File: config.mk
export PLATFORM = sky130hd
export DESIGN_NAME = fir_pingpong_buf
export DESIGN_NICKNAME = d
export VERILOG_FILES = /design/src/rtl/fir_pkg.sv /design/src/rtl/fir_bank_ram.sv /design/src/rtl/fir_pingpong_buf.sv
export SDC_FILE = /design/constraint.sdc
export NUM_CORES = 1
export LEC_CHECK = 0
export BUFFER_PORTS_ARGS = -buffer_cell sky130_fd_sc_hd__buf_2
export CORE_AREA = 8 8 198 200
export CTS_CLUSTER_DIAMETER = 60
export DETAILED_ROUTE_END_ITERATION = 10
export DIE_AREA = 0 0 206 208
export SYNTH_ARGS = -nofsm -noshare
export SYNTH_HDL_FRONTEND = slang
export SYNTH_SLANG_ARGS = --single-unit
File: constraint.sdc
create_clock -name clk -period 3.28 [get_ports clk]
set_clock_uncertainty 0.2 [all_clocks]
set_input_delay 0.656 -clock clk [delete_from_list [all_inputs] [get_ports clk]]
set_output_delay 0.656 -clock clk [all_outputs]
set_load 0.03 [all_outputs]
File: src/rtl/fir_pkg.sv
// Purpose: shared types for the FIR input ping-pong buffer (sample width, bank index, read FSM state).
// Latency: n/a (types and helpers only).
// Backpressure: n/a.
package fir_pkg;

    localparam int FIR_N = 16;

    typedef logic [FIR_N-1:0] sample_t;

    typedef enum logic {
        BANK0 = 1'b0,
        BANK1 = 1'b1
    } bank_t;

    typedef enum logic {
        IDLE = 1'b0,
        READ = 1'b1
    } rd_state_t;

    function automatic bank_t other_bank(input bank_t b);
        return (b == BANK0) ? BANK1 : BANK0;
    endfunction

endpackage

File: src/rtl/fir_bank_ram.sv
// Purpose: one DEPTH x N sample bank with a write port and a registered, enabled read port.
// Latency: read data appears on rdata one clock after re is sampled high.
// Backpressure: none; rdata holds its last value while re is low.
//
// Ports:
//   clk          clock
//   we/waddr/wdata  write port
//   re/raddr     read enable and address; rdata is the registered read word
// Contents and rdata are intentionally not reset.
module fir_bank_ram
    import fir_pkg::*;
#(
    parameter int N     = FIR_N,
    parameter int DEPTH = 8,
    localparam int AW   = $clog2(DEPTH)
) (
    input  logic          clk,
    input  logic          we,
    input  logic [AW-1:0] waddr,
    input  logic [N-1:0]  wdata,
    input  logic          re,
    input  logic [AW-1:0] raddr,
    output logic [N-1:0]  rdata
);

    logic [N-1:0] mem [DEPTH];

    always_ff @(posedge clk) begin
        if (we) begin
            mem[waddr] <= wdata;
        end
        if (re) begin
            rdata <= mem[raddr];
        end
    end

endmodule

File: src/rtl/fir_pingpong_buf.sv
// Purpose: ping-pong buffer behind the FIR input demux; fills one bank while streaming the other to the MAC.
// Latency: rd_valid rises one clock after a bank's full flag sets; then one sample per clock.
// Backpressure: in_ready drops while the write bank is full; rd_data/rd_last/rd_bank hold while rd_ready is low.
//
// Ports:
//   clk, rst_n            clock, asynchronous active-low reset
//   in_valid / in_ready   write handshake for the sample at the demux input
//   bank_sel              demux select: 0 -> A / bank0, 1 -> B / bank1
//   a_in, b_in            demux outputs A and B
//   rd_valid / rd_ready   read handshake towards the FIR engine
//   rd_data, rd_last      current sample and end-of-bank marker
//   rd_bank               bank currently being drained
module fir_pingpong_buf
    import fir_pkg::*;
#(
    parameter int N     = FIR_N,
    parameter int DEPTH = 8
) (
    input  logic         clk,
    input  logic         rst_n,
    input  logic         in_valid,
    output logic         in_ready,
    output logic         bank_sel,
    input  logic [N-1:0] a_in,
    input  logic [N-1:0] b_in,
    output logic         rd_valid,
    input  logic         rd_ready,
    output logic [N-1:0] rd_data,
    output logic         rd_last,
    output logic         rd_bank
);

    localparam int            AW   = $clog2(DEPTH);
    localparam logic [AW-1:0] LAST = AW'(DEPTH - 1);

    // write side
    bank_t         wr_bank_q;
    logic [AW-1:0] wr_ptr_q;
    logic          wr_accept;
    logic          wr_wrap;
    logic [N-1:0]  wr_data;

    // bank status
    logic [1:0]    full_q;
    logic [1:0]    full_d;

    // read side
    rd_state_t     state_q, state_d;
    bank_t         rd_bank_q, rd_bank_d;
    logic [AW-1:0] rd_ptr_q, rd_ptr_d;
    logic          rd_last_q, rd_last_d;
    logic          rd_release;
    logic          load;
    bank_t         load_bank;
    logic [AW-1:0] load_addr;

    logic [N-1:0]  q0, q1;

    // ------------------------------------------------------------------
    // Write side: in_ready looks only at the registered full flag, so a
    // bank that is released this cycle cannot be written until the next.
    // ------------------------------------------------------------------
    assign in_ready  = !full_q[wr_bank_q];
    assign wr_accept = in_valid && in_ready;
    assign wr_wrap   = wr_accept && (wr_ptr_q == LAST);
    assign wr_data   = (wr_bank_q == BANK1) ? b_in : a_in;
    assign bank_sel  = wr_bank_q;

    always_ff @(posedge clk or negedge rst_n) begin
        if (!rst_n) begin
            wr_bank_q <= BANK0;
            wr_ptr_q  <= '0;
        end else if (wr_accept) begin
            // DEPTH is a power of two, so the pointer wraps to 0 naturally
            wr_ptr_q <= wr_ptr_q + 1'b1;
            if (wr_ptr_q == LAST) begin
                wr_bank_q <= other_bank(wr_bank_q);
            end
        end
    end

    // A completed write and a released read always target different banks,
    // so both updates can be applied independently in the same cycle.
    always_comb begin
        full_d = full_q;
        if (rd_release) begin
            full_d[rd_bank_q] = 1'b0;
        end
        if (wr_wrap) begin
            full_d[wr_bank_q] = 1'b1;
        end
    end

    always_ff @(posedge clk or negedge rst_n) begin
        if (!rst_n) begin
            full_q <= 2'b00;
        end else begin
            full_q <= full_d;
        end
    end

    // ------------------------------------------------------------------
    // Read FSM. 'load' fetches the next sample into the selected bank's
    // registered read port, so the RAM output register doubles as the
    // rd_data output register.
    // ------------------------------------------------------------------
    always_comb begin
        state_d    = state_q;
        rd_bank_d  = rd_bank_q;
        rd_ptr_d   = rd_ptr_q;
        rd_last_d  = rd_last_q;
        rd_release = 1'b0;
        load       = 1'b0;
        load_bank  = rd_bank_q;
        load_addr  = rd_ptr_q;

        case (state_q)
            IDLE: begin
                if (full_q[rd_bank_q]) begin
                    state_d   = READ;
                    rd_ptr_d  = '0;
                    rd_last_d = 1'b0;
                    load      = 1'b1;
                    load_addr = '0;
                end
            end
            READ: begin
                if (rd_ready) begin
                    if (rd_ptr_q == LAST) begin
                        rd_release = 1'b1;
                        rd_bank_d  = other_bank(rd_bank_q);
                        rd_ptr_d   = '0;
                        rd_last_d  = 1'b0;
                        if (full_q[other_bank(rd_bank_q)]) begin
                            // back-to-back banks: no bubble between them
                            load      = 1'b1;
                            load_bank = other_bank(rd_bank_q);
                            load_addr = '0;
                        end else begin
                            state_d = IDLE;
                        end
                    end else begin
                        rd_ptr_d  = rd_ptr_q + 1'b1;
                        rd_last_d = (rd_ptr_d == LAST);
                        load      = 1'b1;
                        load_addr = rd_ptr_d;
                    end
                end
            end
            default: begin
                state_d = IDLE;
            end
        endcase
    end

    always_ff @(posedge clk or negedge rst_n) begin
        if (!rst_n) begin
            state_q   <= IDLE;
            rd_bank_q <= BANK0;
            rd_ptr_q  <= '0;
            rd_last_q <= 1'b0;
        end else begin
            state_q   <= state_d;
            rd_bank_q <= rd_bank_d;
            rd_ptr_q  <= rd_ptr_d;
            rd_last_q <= rd_last_d;
        end
    end

    // ------------------------------------------------------------------
    // Banks
    // ------------------------------------------------------------------
    fir_bank_ram #(
        .N     (N),
        .DEPTH (DEPTH)
    ) u_bank0 (
        .clk   (clk),
        .we    (wr_accept && (wr_bank_q == BANK0)),
        .waddr (wr_ptr_q),
        .wdata (wr_data),
        .re    (load && (load_bank == BANK0)),
        .raddr (load_addr),
        .rdata (q0)
    );

    fir_bank_ram #(
        .N     (N),
        .DEPTH (DEPTH)
    ) u_bank1 (
        .clk   (clk),
        .we    (wr_accept && (wr_bank_q == BANK1)),
        .waddr (wr_ptr_q),
        .wdata (wr_data),
        .re    (load && (load_bank == BANK1)),
        .raddr (load_addr),
        .rdata (q1)
    );

    // The RAM output registers are not reset; gating with rd_valid gives
    // rd_data a defined zero whenever no sample is being presented.
    assign rd_valid = (state_q == READ);
    assign rd_bank  = rd_bank_q;
    assign rd_last  = rd_last_q;
    assign rd_data  = rd_valid ? ((rd_bank_q == BANK1) ? q1 : q0) : '0;

endmodule

### Yosys cells after proc, flatten, opt, wreduce, memory -nomap -nowiden

Memories as Yosys holds them, arrays and structs flattened. A register that Yosys moved wholly into a read port is not among the register bits.
Index checks and enable logic that the tools add are counted.

* logic and storage cells: 86
* memories kept: 2
* output and inout bits: 21
* register bits: 12
* input bits: 36
* RAM bits: 256

* bitwise logic cells: 6
* add/subtract/negate cells: 2
* eq/ne operators: 5
* mux-type cells: 47
* reduce and logical (&&, ||, !) cells: 12
* order comparisons: 5

Memories
* u_bank0.mem: words 8, bits a word 16, rd ports 1, clocked after memory_dff 1, write ports 1, line fir_bank_ram.sv:26 `logic [N-1:0] mem [DEPTH];`
* u_bank1.mem: words 8, bits a word 16, rd ports 1, clocked after memory_dff 1, write ports 1, line fir_bank_ram.sv:26

Operators by type and width (number)
* 16-bit 2-to-1 mux: 3
* 1-bit 2-to-1 mux: 29
* 3-bit 2-to-1 mux: 6
* 3-bit one-hot mux with 2 select lines: 2
* 3-bit == test, second input constant: 3
* 1-bit logical AND: 8
* 3-bit by 1-bit adder with 3-bit output, second input constant: 2
* 1-bit by 2-bit < comparator with 1-bit output, second input constant: 3
* 1-bit one-hot mux with 2 select lines: 3
* 2-bit 2-to-1 mux: 2
* 2-bit inequality test, second input constant: 2
* 2-bit AND reduction: 2
* 1-bit inverter: 3
* 3-bit AND reduction: 1
* 2-bit bitwise AND: 1
* 1-bit demux with 1-bit select: 2
* 1-bit >= comparator, second input constant: 2
* 2-bit inverter: 1
* 2-bit bitwise OR: 1
* 1-bit zero test: 1

### Depth between registers and ports, before layout

* word-level depth: 9
* mapped depth: 9
* gate-level depth less buffers: 7

### Hierarchy

Synthesis repeated with hierarchy kept, for this count alone.

* cell total of the unflattened synthesis: 562
* area total of the unflattened synthesis: 12174.2 um2

By module, submodules not included
* fir_bank_ram: instances 2, cells an instance 214, area each 5454.0 um2, seq. area each 4324.1 um2
* fir_pingpong_buf: instances 1, cells an instance 134, area each 1266.2 um2, seq. area each 300.3 um2

### Worst setup path before layout

OpenSTA, ideal clock, no wires.

* path type: reg-to-reg
* start: reg wr_bank_q, in the netlist bank_sel
* end: mem u_bank1.mem[4][0] (netlist bit), enable pin
* stages on the path, launching flop included: 5
* period minus slack after synthesis: 3.007 ns
* path buffers: 1
* data required time: 2.671 ns
* setup slack: 0.273 ns
* library setup time: 0.409 ns
* data arrival time: 2.398 ns
* path through: dfrtp_1 -> clkbuf_1 -> nor2b_1 -> nand3_1 -> nor3_1

* word-level cells in the longest chain between the ends: 7

Ends and longest elaborated chain
* start, declared: line fir_pingpong_buf.sv:37 `bank_t wr_bank_q;`
* start signal, assigned: line fir_pingpong_buf.sv:77 `wr_bank_q <= other_bank(wr_bank_q);`
* 1-bit 2-to-1 mux (not written as such) (2 in series): line fir_pingpong_buf.sv:63 `assign in_ready = !full_q[wr_bank_q];`
* 1-bit zero test: line fir_pingpong_buf.sv:63
* 1-bit logical AND: line fir_pingpong_buf.sv:64 `assign wr_accept = in_valid && in_ready;`
* 1-bit logical AND (*): line fir_pingpong_buf.sv:191 `.we (wr_accept && (wr_bank_q == BANK1)),`
* 1-bit 2-to-1 mux (*): line fir_bank_ram.sv:29 `if (we) begin`
* 1-bit 2-to-1 mux (not written as such) (*): line fir_bank_ram.sv:30 `mem[waddr] <= wdata;`
* end, declared: line fir_bank_ram.sv:26

Mark *: on every way between the ends. The rest lies on a longest branch, timed or not. The select of a mux whose other input is x is not followed.

### Final worst setup path

* start: reg rd_ptr_q[1]
* end: reg u_bank1.rdata[3], read port of u_bank1.mem (data pin)

* word-level cells in the longest chain between the ends: 5
* elaborated cells on any way between the ends: 14
* classes of those cells: add/sub: 1; eq/ne: 1; mux: 11; reduce/logical: 1

Ends and longest elaborated chain
* start, declared: line fir_pingpong_buf.sv:50 `logic [AW-1:0] rd_ptr_q, rd_ptr_d;`
* start signal, assigned: line fir_pingpong_buf.sv:165 `rd_ptr_q <= rd_ptr_d;`
* branches (longest 5 deep; another with 3-bit by 1-bit adder with 3-bit output)
* end, declared: line fir_bank_ram.sv:23 `output logic [N-1:0] rdata`

Parallel ways; which one is timed is not known.
A chain may end at the register's enable or synchronous reset.

==> metrics.md <==
| Metric | Value |
|---|---|
| Crit end category | `register` |
| CTS clk-pin slew, worst paths | `approximately 0.06 ns` |
| Ant. Diodes | `0` |
| Max-cap violation count | `0` |
| Initial antenna violation count | `0` |
| Worst hold path depth | `3` |
| CP Cell Sequence | `ha_1, ha_1, nand3b_1, a2bb2oi_4, nand2_4, buf_12, a2111oi_0, nor4_1` |
| Vias in the first global route | `about 8000` |
| DRC Markers | `0` |
| Compound-cell area share of the yosys netlist | `10.32%` |
| Global-route wire length before repair | `a little under 50000 µm` |
| Outcome | `finished, final reports clean` |
| Critical setup path kind | `reg2reg` |
| Sequential Power Share | `38.0%` |
| Avg Cell Area, Syn | `between 15 and 20 µm²` |
| Critical path startpoint | `rd_ptr_q[1]` |
| Initial DRC count | `687` |
| Crit-path max cell delay | `0.58 ns` |
| Nature of the critical path startpoint | `register` |
| Top cells by area, synth | `edfxtp_1, a2111oi_0, and3_1, dfrtp_1, clkbuf_1` |
| Final setup vio count | `0` |
| Critical path arrival | `about 3.2 ns` |
| Worst-Skew Late Latency | `roughly 0.56 ns` |
| Synth unique cells | `35` |
| Crit. path cell count | `8` |
| DIE AREA | `~0.043 mm²` |
| Crit path buffers/inverters | `1` |
| Synth async-reset ratio | `about 4.0%` |
| Synth Warn # | `0` |
| PwrDens | `just under 1000 mW/mm²` |
| Total number of vias | `~7600` |
| Cell family with most CP delay | `compound AO/OA/AOI/OAI gates` |
| Post-Syn Instances | `802` |
| GRT overflow | `0` |
| Largest family of logic cells by synthesized area | `simple AND/OR/NAND/NOR gates` |
| Final Max Slew Viols | `0` |
| Die Wd | `206 µm` |
| Area leader, netlist | `edfxtp_1` |
| Max_slew headroom | `between 60% and 70%` |
| Commonest cells post-synth | `edfxtp_1, and3_1, a2111oi_0, clkbuf_1, nor4_1` |
| Fin crit share | `between 90% and 100%` |
| Post-DR vias/cell | `5.614` |
| NetSw | `0.005383 W` |
| Multi-input logic area | `roughly 0.0032 mm²` |
| Total GRT Usage | `14.83%` |
| Routability congestion estimate | `0.7687` |
| IO Port Bufs | `56` |
| Reg2Reg Launch Point | `rd_ptr_q[1]` |
| Internal power | `0.008891 W` |
| Register area share after synthesis | `72.04%` |
| Core ar. | `about 0.036 mm²` |
| Pleak | `about 5.0 nW` |
| Worst path slowest cell | `a2111oi_0` |
| Final hold viol count | `0` |
| Fmax | `between 0.3 and 0.4 GHz` |
| First-pass detailed-route iteration total | `7` |
| Syn Std Cell Area | `~0.012 mm²` |
| FF/Latch Area | `slightly below 0.009 mm²` |
| IO Pins | `57` |
| Maximum VDD drop | `1.179 mV` |
| FILL cells | `3267` |
| Fin nets | `between 900 and 1000` |
| Initial Util | `~34%` |
| CTS buffer count | `31` |
| Crit path max fanout | `64` |
| Req. time, crit path | `between 3 and 4 ns` |
| CTS max path bufs | `3` |
| Most frequent cell after synthesis | `edfxtp_1` |
| CTS Root Cell | `clkbuf_16` |
| WL/cell | `approximately 24 µm` |
| Worst hold path type | `in2reg` |
| Reg2Reg Depth | `8` |
| Post-Synth XOR/XNOR Area | `less than 1%` |
| Most used DFF post-synth | `edfxtp_1` |
| Cell repeated most along the worst path | `ha_1` |
| Hold path startpoint | `in_valid` |
| Mapped Nets | `844` |
| RSZ-0062 raised after global routing | `no` |
| Post-synthesis simple-gate area fraction | `a little over a tenth` |
| CTS Sinks | `300` |
| Largest net degree at the start of global routing | `slightly above 80` |
| Adder-cell area share of the yosys netlist | `0.6044%` |
| Sw Ratio | `between 30% and 40%` |
| Post-synth EDFFs | `around 290` |
| Minimum clock period after layout | `about 3.1 ns` |
| Combinational Power Share | `38.4%` |
| Layout Utilization | `about two fifths` |
| Yosys top cell area share | `between 60 and 70%` |
| Synthesis-to-layout area growth | `16.80%` |
| Share of layout cells above drive strength 1 | `a little over a fifth` |
| CTS tree | `yes` |
| Synthesized flop and latch total | `300` |
| Std-Cell Rows | `70` |
| Worst Tran Pin Value | `between 0.5 and 0.6 ns` |
| Antenna violation net count after detailed routing | `0` |
| Share of total power in the clock network | `about a quarter` |
| Die Span Y | `around 210 µm` |
| Detailed Place HPWL | `~19000 µm` |
| Final wirelength | `~33000 µm` |
| Setup TNS | `0 ns` |
| H-tree Lvls | `1` |
| Multiplexer share of the synthesized area | `3.364%` |
-- final cells by class --
class	count	area share, %
Clock buffer	37	5.502
Clock inverter	20	1.199
Inverter	5	0.1294
Multi-Input combinational cell	422	22.16
Sequential cell	300	61.68
Tap cell	468	4.036
Timing Repair Buffer	104	5.295
-- timing repair --
item	in CTS	in global routing
resized for setup	0	3
endpoints found under the hold margin	12	0
hold buffers	1	0
setup endpoints to repair	0	3
buffers inserted	0	0
-- final timing paths --
| path | end | slack (ns) |
|---|---|---|
| min in group asynchronous | wr_ptr_q[2] | 0.31 |
| worst max-delay path | u_bank1.rdata[3] | 0.20 |
| max in group asynchronous | wr_ptr_q[0] | 2.34 |
| worst min-delay path | full_q[0] | 0.24 |
| worst min register to register | rd_last | 0.33 |
| worst max register to register | u_bank1.rdata[3] | 0.20 |
-- worst register-to-register path, cell delays in order, from the launching register on --
cell and delay (ns):
dfrtp_1 0.47, ha_1 0.24, ha_1 0.24, nand3b_1 0.28
a2bb2oi_4 0.30, nand2_4 0.15, buf_12 0.25, a2111oi_0 0.58
nor4_1 0.12
-- placed cells by master, fill, tap and decap left out, drive strengths merged, types with 6 or more instances in the layout --
| cell | netlist | layout |
|---|---|---|
| mux2i | 20 | 20 |
| dfrtp | 12 | 12 |
| nor4 | 32 | 32 |
| o21ai | 7 | 7 |
| nor2 | 17 | 17 |
| edfxtp | 288 | 288 |
| mux2 | 19 | 19 |
| nor2b | 18 | 18 |
| and3 | 131 | 131 |
| nand2 | 15 | 15 |
| clkbuf | 64 | 37 |
| clkinv | 0 | 14 |
| inv | 5 | 7 |
| a2111oi | 128 | 128 |
| buf | 11 | 103 |
| ha | 6 | 6 |
-- power by group through the flow --
stage	Combinational (W)	Clock [W]	Sequential (W)
floorplan	0.00341	0	0.00539
detailed placement	0.00550	0	0.00549
global route	0.00593	0.00356	0.00547
global placement	0.00541	0	0.00548
finish	0.00548	0.00338	0.00542
CTS	0.00551	0.00343	0.00542
-- sequential cells by signal (all words and copies together) (netlist names) --
| name | cells |
|---|---|
| wr_ptr_q | 3 |
| u_bank1.rdata | 16 |
| u_bank0.mem | 128 |
| rd_ptr_q | 3 |
| rd_valid | 1 |
| u_bank0.rdata | 16 |
| u_bank1.mem | 128 |
| bank_sel | 1 |
| rd_bank | 1 |
| full_q | 2 |
| rd_last | 1 |
-- cell families after synthesis --
kind of cell | Yosys count
compound gates | 147
buf+inv | 80
xor+xnor | 2
flops | 300
simple gates | 228
fa+ha+maj | 6
mux | 39
-- per-layer routing --
metal,vias to the layer above,global-route usage [%],wire length (µm)
met2,278,24.40,15340
li1,3468,-,-
met4,0,4.896,1037
met3,59,2.672,2251
met5,-,0,0
met1,3808,19.47,13900
-- per-stage QoR --
| step | hold slack (ns) | worst slack (ns) | area, µm² | cells | power, W |
|---|---|---|---|---|---|
| floorplan | 0.1604 | 0.2732 | 12420 | 802 | 0.008800 |
| global route | 0.2390 | 0.004592 | 14510 | 1356 | 0.01495 |
| detailed placement | 0.3183 | 0.1570 | 13520 | 1298 | 0.01099 |
| CTS | 0.2208 | 0.1401 | 14510 | 1356 | 0.01435 |
| finish | 0.2363 | 0.1970 | 14510 | 1356 | 0.01427 |
| global placement | 0.3223 | 0.2560 | 13520 | 1298 | 0.01089 |
Power figures use the tool's default switching activity.
